### src/rtl/hazard_pkg.sv
// Shared types for the pipeline hazard controller: forwarding selects,
// multi-cycle FSM states and the forwarding priority helper.
package hazard_pkg;

  typedef enum logic [1:0] {
    FWD_RF = 2'b00,
    FWD_W  = 2'b01,
    FWD_M  = 2'b10
  } fwd_sel_t;

  typedef enum logic {
    RUN  = 1'b0,
    BUSY = 1'b1
  } mc_state_t;

  // The memory stage holds the younger result, so it wins over writeback.
  function automatic fwd_sel_t fwd_pick(input logic hit_m, input logic hit_w);
    fwd_pick = hit_m ? FWD_M : (hit_w ? FWD_W : FWD_RF);
  endfunction

endpackage

### src/rtl/hazard_ctrl_sat_counter.sv
// Saturating up-counter used for the stall/flush performance counters.
module sat_counter #(
  parameter int W = 16
) (
  input  logic         clk,
  input  logic         rst_n,
  input  logic         inc_i,
  output logic [W-1:0] cnt_o
);

  logic [W-1:0] cnt_q, cnt_d;

  // Next count: hold at all-ones once reached.
  always_comb begin
    cnt_d = cnt_q;
    if (inc_i && (cnt_q != {W{1'b1}})) begin
      cnt_d = cnt_q + W'(1);
    end else begin
      cnt_d = cnt_q;
    end
  end

  // Count register.
  always_ff @(posedge clk or negedge rst_n) begin
    if (!rst_n) begin
      cnt_q <= '0;
    end else begin
      cnt_q <= cnt_d;
    end
  end

  assign cnt_o = cnt_q;

endmodule

### src/rtl/hazard_ctrl.sv
// Pipeline hazard controller: operand forwarding, load-use bubbles, redirect
// flushes and a watchdog-guarded multi-cycle execute sequencer.
module hazard_ctrl
  import hazard_pkg::*;
#(
  parameter int WIDTH      = 5,
  parameter int CNT_WIDTH  = 16,
  parameter int MC_TIMEOUT = 64
) (
  input  logic                 clk,
  input  logic                 rst_n,
  input  logic [WIDTH-1:0]     Rs1D,
  input  logic [WIDTH-1:0]     Rs2D,
  input  logic [WIDTH-1:0]     Rs1E,
  input  logic [WIDTH-1:0]     Rs2E,
  input  logic [WIDTH-1:0]     RdE,
  input  logic [WIDTH-1:0]     RdM,
  input  logic [WIDTH-1:0]     RdW,
  input  logic                 RegWriteM,
  input  logic                 RegWriteW,
  input  logic                 MemReadE,
  input  logic                 PCSrcE,
  input  logic                 McStartE,
  input  logic                 McDoneE,
  output logic                 StallF,
  output logic                 StallD,
  output logic                 StallE,
  output logic                 FlushD,
  output logic                 FlushE,
  output logic                 FlushM,
  output logic [1:0]           ForwardAE,
  output logic [1:0]           ForwardBE,
  output logic                 McErr,
  output logic [CNT_WIDTH-1:0] StallCount,
  output logic [CNT_WIDTH-1:0] FlushCount
);

  localparam int WD_W = $clog2(MC_TIMEOUT);
  localparam logic [WD_W-1:0] WD_LAST = WD_W'(MC_TIMEOUT - 1);

  mc_state_t       state_q, state_d;
  logic [WD_W-1:0] wd_q, wd_d;
  logic            err_q, err_d;
  logic            mc_stall_s, timeout_s, lu_s;

  // Operand forwarding selects; register x0 is never forwarded.
  always_comb begin
    ForwardAE = fwd_pick(RegWriteM && (RdM != '0) && (RdM == Rs1E),
                         RegWriteW && (RdW != '0) && (RdW == Rs1E));
    ForwardBE = fwd_pick(RegWriteM && (RdM != '0) && (RdM == Rs2E),
                         RegWriteW && (RdW != '0) && (RdW == Rs2E));
  end

  assign lu_s      = MemReadE && (RdE != '0) && ((RdE == Rs1D) || (RdE == Rs2D));
  assign timeout_s = (state_q == BUSY) && (wd_q == WD_LAST);

  // Multi-cycle sequencer next state, watchdog and stall request.
  always_comb begin
    state_d    = state_q;
    wd_d       = wd_q;
    err_d      = err_q;
    mc_stall_s = 1'b0;
    case (state_q)
      RUN: begin
        if (McStartE && !McDoneE) begin
          state_d    = BUSY;
          wd_d       = '0;
          mc_stall_s = 1'b1;
        end else begin
          state_d = RUN;
        end
      end
      BUSY: begin
        if (McDoneE) begin
          state_d = RUN;
        end else if (timeout_s) begin
          state_d = RUN;
          err_d   = 1'b1;
        end else begin
          wd_d       = wd_q + WD_W'(1);
          mc_stall_s = 1'b1;
        end
      end
      default: begin
        state_d = RUN;
      end
    endcase
  end

  // Stall/flush controls: mc stall beats redirect, redirect beats load-use.
  always_comb begin
    StallF = 1'b0;
    StallD = 1'b0;
    StallE = 1'b0;
    FlushD = 1'b0;
    FlushE = 1'b0;
    FlushM = 1'b0;
    if (!rst_n) begin
      StallF = 1'b0;
    end else if (mc_stall_s) begin
      StallF = 1'b1;
      StallD = 1'b1;
      StallE = 1'b1;
      FlushM = 1'b1;
    end else if (PCSrcE) begin
      FlushD = 1'b1;
      FlushE = 1'b1;
    end else if (lu_s) begin
      StallF = 1'b1;
      StallD = 1'b1;
      FlushE = 1'b1;
    end else begin
      StallF = 1'b0;
    end
  end

  // FSM, watchdog and sticky error registers.
  always_ff @(posedge clk or negedge rst_n) begin
    if (!rst_n) begin
      state_q <= RUN;
      wd_q    <= '0;
      err_q   <= 1'b0;
    end else begin
      state_q <= state_d;
      wd_q    <= wd_d;
      err_q   <= err_d;
    end
  end

  assign McErr = err_q;

  sat_counter #(.W(CNT_WIDTH)) u_stall_cnt (
    .clk   (clk),
    .rst_n (rst_n),
    .inc_i (StallF),
    .cnt_o (StallCount)
  );

  sat_counter #(.W(CNT_WIDTH)) u_flush_cnt (
    .clk   (clk),
    .rst_n (rst_n),
    .inc_i (FlushD || FlushE),
    .cnt_o (FlushCount)
  );

endmodule

### config.mk
export PLATFORM = sky130hd
export DESIGN_NAME = hazard_ctrl
export DESIGN_NICKNAME = d
export VERILOG_FILES = /design/src/rtl/hazard_pkg.sv /design/src/rtl/hazard_ctrl_sat_counter.sv /design/src/rtl/hazard_ctrl.sv
export SDC_FILE = /design/constraint.sdc
export NUM_CORES = 1
export LEC_CHECK = 0
export ABC_AREA = 0
export CAP_MARGIN = 20
export CORE_MARGIN = 2
export CORE_UTILIZATION = 48
export CTS_CLUSTER_DIAMETER = 200
export CTS_CLUSTER_SIZE = 25
export DETAILED_ROUTE_END_ITERATION = 16
export GPL_ROUTABILITY_DRIVEN = 0
export PLACE_DENSITY = 0.87
export SYNTH_ARGS = -nofsm -noshare
export SYNTH_HDL_FRONTEND = slang
export SYNTH_SLANG_ARGS = --single-unit
### constraint.sdc
create_clock -name clk -period 9.63 [get_ports clk]
set_input_delay 2.889 -clock clk [delete_from_list [all_inputs] [get_ports clk]]
set_output_delay 2.889 -clock clk [all_outputs]
set_load 0.02 [all_outputs]
Word level (Yosys, flattened, before mapping) --
Index checks and enable logic that the tools add are counted.
Storage, ports and cells: register bits 40, input bits 43, word-level logic and storage cells 66
Cells by class: eq/ne operators 12, reductions and logical operators 20, mux-type cells 24, bitwise operators 2, add/sub/neg operators 3
Operators by type and width (number):
- $add A16 B1 Y16 const B | 2
- $ne A16 B16 Y1 const B | 2
- $eq A5 B5 Y1 | 6
- $mux W6 | 3
- $mux W1 | 17
- $reduce_bool A5 Y1 | 3
- $logic_and A1 B1 Y1 | 12
- $pmux W6 S2 | 1
- $add A6 B1 Y6 const B | 1
- $eq A6 B6 Y1 const B | 1
- $ne A2 B2 Y1 const B | 3
- $reduce_and A3 Y1 | 2
- $mux W2 | 2
- $logic_or A1 B1 Y1 | 2
- $not A1 Y1 | 2
- $pmux W1 S2 | 1
- $logic_not A1 Y1 | 1

Depth between registers and ports, before layout --
depth after elaboration 9, gate-level depth with buffers 10, gate-level depth less buffers 9

Cells and area by module --
From an unflattened synthesis, not the netlist that was laid out.
Second synthesis, totals: cell total of the unflattened synthesis 241, area, all modules 2562.5 µm²
By module, submodules not included:
- sat_counter | cells an instance 72, instances 2, area each 859.6 µm²
- hazard_ctrl | cells an instance 97, instances 1, area each 843.3 µm²

Worst setup path after synthesis --
OpenSTA, ideal clock, no wires.
path type in2out, start point in RdM[1], end point out ForwardAE[0], arrival time 4.506 ns, stages 4, slack 2.235 ns, buffers on the path 0, cells stage by stage or4_1 o21ai_0 nor4_1 nor4_1
On the way: longest elaborated chain between the ends 4, elaborated cells on any way between the ends 5
RTL lines:
- start, declared | RTL line hazard_ctrl.sv:17 | input logic [WIDTH-1:0] RdM,
- $reduce_bool A5 Y1 | RTL line hazard_ctrl.sv:48 | ForwardAE = fwd_pick(RegWriteM && (RdM != '0) && (RdM == Rs1E),
- $logic_and A1 B1 Y1 | RTL line hazard_ctrl.sv:48
- $logic_and A1 B1 Y1 (*) | RTL line hazard_ctrl.sv:48
- $mux W2 (*) | RTL line hazard_pkg.sv:18 | fwd_pick = hit_m ? FWD_M : (hit_w ? FWD_W : FWD_RF);
- end, declared | RTL line hazard_ctrl.sv:31 | output logic [1:0] ForwardAE,
Mark *: on every way between the ends. The rest lies on a longest branch, timed or not.

Worst setup path after layout --
start point in RdM[1], end point out ForwardBE[0]
On the way: longest elaborated chain between the ends 4, elaborated cells on any way between the ends 5
RTL lines:
- $reduce_bool A5 Y1 | RTL line hazard_ctrl.sv:50 | ForwardBE = fwd_pick(RegWriteM && (RdM != '0) && (RdM == Rs2E),
- $logic_and A1 B1 Y1 | RTL line hazard_ctrl.sv:50
- $logic_and A1 B1 Y1 (*) | RTL line hazard_ctrl.sv:50
- $mux W2 (*) | RTL line hazard_pkg.sv:18
- end, declared | RTL line hazard_ctrl.sv:32 | output logic [1:0] ForwardBE,
Marked as above.

==> impl_metrics.csv <==
group,metric,value,unit
route,wl,5.45,mm
final_layout,final_cells,372,
power_and_ir_drop,switching_share,32.0,%
timing,grt_setup_unrepaired,"false",
timing,period_share,84.2,%
synthesis,synth_most_common_cell,"dfrtp_1",
critical_path,cp_slowest_stage_delay,0.66,ns
critical_path,path_cells,"clkdlybuf4s50_1, or4_1, o21ai_0, nor4_1, nor4_1, clkdlybuf4s50_1",
floorplanning,row_count,25,
synthesis,synthCells,228,
critical_path,crit_arrival,5.22,ns
synthesis,synth-main-ff-cell,"dfrtp_1",
route,firstDrtPassIters,4,
synthesis,synth_top_area_cell,"dfrtp_1",
critical_path,r2r_setup_slack,7.34,ns
route,vias_per_cell,5.42,
cts,cts_hold_buf,0,
grt,grt_antenna_before_repair,0,
power_and_ir_drop,p_leak,1.39,nW
floorplanning,coreArea,4690,sq um
power_and_ir_drop,vdd_drop_max,0.0790,mV
route,initialDrtViolationCount,101,
cts,cts.sinks,40,
timing,finalMaxSlewViolations,0,
floorplanning,io-pin-count,86,
final_layout,final_layout_size_suffix_gt1_share,6.92,%
critical_path,cp_max_fo,3,
synthesis,yosys.area.top_type_share,43.1,%
final_layout,n_antenna_cell,0,
floorplanning,start_util,49.5,%
place,dp_cells,363,
place,place_ws,1.52,ns
synthesis,synthXorXnorAreaFrac,23.4,%
synthesis,synth_top_family_by_area,"simple AND/OR/NAND/NOR gates",
grt,grt_util_all_layers,22.0,%
cts,postCtsSetupRepairBufs,0,
final_layout,final_nets,363,
floorplanning,die_x,73.5,um
power_and_ir_drop,power.density,148,nW/um^2
cts,htree_levels,2,
synthesis,synth_area,2320,sq um
flow_run,drv_cap,0,
synthesis,synthTopCellsByArea,"dfrtp_1 (43%), xnor2_1 (12%), xor2_1 (12%)",
power_and_ir_drop,clockPowerShare,23.2,%
synthesis,avgSynthCellArea,10.2,sq um
timing,timing.final.crit_period,8.11,ns
critical_path,path_class,"input pin to output pin",
final_layout,fin_area,3300,sq um
synthesis,synth-simple-area-share,24.2,%
critical_path,startpoint_type,"input pin",
grt,grt_pass1_vias,1969,
synthesis,ys_types,34,
synthesis,synth_common_cells,"dfrtp_1 (40), xnor2_1 (31), xor2_1 (31)",
timing,final-setup-viol-count,0,
route,wl_per_cell,14.6,um
cts,clk_path_buf_depth,2,
synthesis,synthArstFlopShare,100,%
route,postRouteAntennaNets,0,
place,portBuffers,85,
cts,numCtsBuffers,5,
route,vias,2018,
cts,clk_latency,0.29,ns
power_and_ir_drop,intPower,0.333,mW
synthesis,yosysWarnings,0,
timing,hold_viol,0,
power_and_ir_drop,power,0.490,mW
cts,tritoncts,"done",
synthesis,synth_seq_cells,40,
power_and_ir_drop,combPwrFrac,32.2,%
grt,grt_pass1_wl,8.96,mm
timing,worst_pin_slew,0.582,ns
power_and_ir_drop,seqPwrFrac,44.5,%
grt,overflow,0,
grt,grt_max_degree,46,
synthesis,synth_seq_area_share,43.1,%
synthesis,synth_edf_count,0,
place,dp_hpwl,4.27,mm
place,place_area,3190,sq um
final_layout,area_delta_synth_final,42.3,%
cts,clkTransAtPathRegs,0.07,ns
timing,slew_headroom,61.1,%
synthesis,synthMuxAreaShare,1.40,%
cts,cts.repair.resized,0,
critical_path,worstSetupEndpointType,"output pin",
power_and_ir_drop,switching_power,0.157,mW
worst_hold_path,hold_path.class,"flop to flop",
critical_path,critPathRequiredTime,6.74,ns
timing,finClkSkew,0.00521,ns
route,drcViolationCount,0,
timing,fmax,0.123,GHz
critical_path,critPathSlowestCell,"clkdlybuf4s50_1",
timing,tns,0,ns
cts,cts-root-buf,"clkbuf_8",
status,status,"complete, no violations",
synthesis,synth-compound-area-share,3.83,%
floorplanning,die_area,5410,sq um
synthesis,syn_nets,274,
timing,finalWorstSetupSlack,1.52,ns
floorplanning,die_h,73.5,um
synthesis,yosys.area_share.adder,1.62,%
[power by group through the flow]
stage | sequential [mW] | combinational, mW | clock [mW]
4_1_cts | 0.218 | 0.160 | 0.117
5_1_grt | 0.223 | 0.173 | 0.124
6_report | 0.218 | 0.158 | 0.114
2_1_floorplan | 0.242 | 0.0550 | 0
3_3_place_gp | 0.221 | 0.156 | 0
3_5_place_dp | 0.222 | 0.159 | 0
[metal layers]
metal / global-route usage (%) / part of all wire [%] / vias up
li1: - / - / 966
met1: 26.6 / 40 / 974
met2: 35.9 / 49 / 74
met3: 7.27 / 9.3 / 4
met4: 9.09 / 1.2 / 0
met5: 0 / 0 / -
[sequential cells by signal, summed over array words and instances, names as in the netlist]
register           count
u_stall_cnt.cnt_o     16
wd_q                   6
McErr                  1
u_flush_cnt.cnt_o     16
state_q                1
[cells in the final DEF, fill, tap and decap left out, types with 3 or more instances in the layout]
| cell | count |
|---|---|
| and2_1 | 5 |
| and3_1 | 9 |
| clkbuf_8 | 6 |
| clkdlybuf4s50_1 | 84 |
| dfrtp_1 | 40 |
| ha_1 | 3 |
| inv_1 | 3 |
| nand2_1 | 21 |
| nand3_1 | 15 |
| nand4_1 | 10 |
| nor2_1 | 15 |
| nor3_1 | 4 |
| nor3_2 | 4 |
| nor4_1 | 5 |
| o21ai_0 | 3 |
| or4_1 | 5 |
| xnor2_1 | 31 |
| xor2_1 | 31 |
[logic make-up (layout without fill, tap and decap cells)]
group,count (synthesis),in the layout
simple gates,100,100
xor+xnor,62,62
flops,40,40
compound gates,12,12
buf+inv,8,98
fa+ha+maj,3,3
mux,3,3
[final timing paths]
path | depth (start not counted) | startpoint | end
setup / recovery | 6 | RdM[1] | ForwardBE[0]
hold / removal | 1 | McErr | McErr
setup reg to reg | 7 | u_flush_cnt.cnt_o[0] | u_flush_cnt.cnt_o[1]
hold reg to reg | 1 | McErr | McErr
max in group asynchronous | 2 | rst_n | u_flush_cnt.cnt_o[13]
min in group asynchronous | 2 | rst_n | u_stall_cnt.cnt_o[12]
[area by class of cell]
type                            instances  area, sq um
Fill cell                             383         1390
Multi-Input combinational cell        180         1260
Sequential cell                        40         1000
Timing Repair Buffer                   86          866
Clock buffer                            8         90.1
Tap cell                               54         67.6
Inverter                                4         15.0
[critical path: cells and delay by family]
kind / cells / cell delay (ns)
buf+inv: 2 / 1.13
simple gates: 3 / 0.98
compound gates: 1 / 0.22
[metrics by stage]
step / hold WS [ns] / util [%]
floorplan: 0.497 / -
global placement: 0.462 / 68.1
detailed placement: 0.461 / 68.1
CTS: 0.482 / 70.0
global route: 0.517 / 70.4
finish: 0.476 / 70.4
Note: power is estimated with default switching activity, not from simulation.
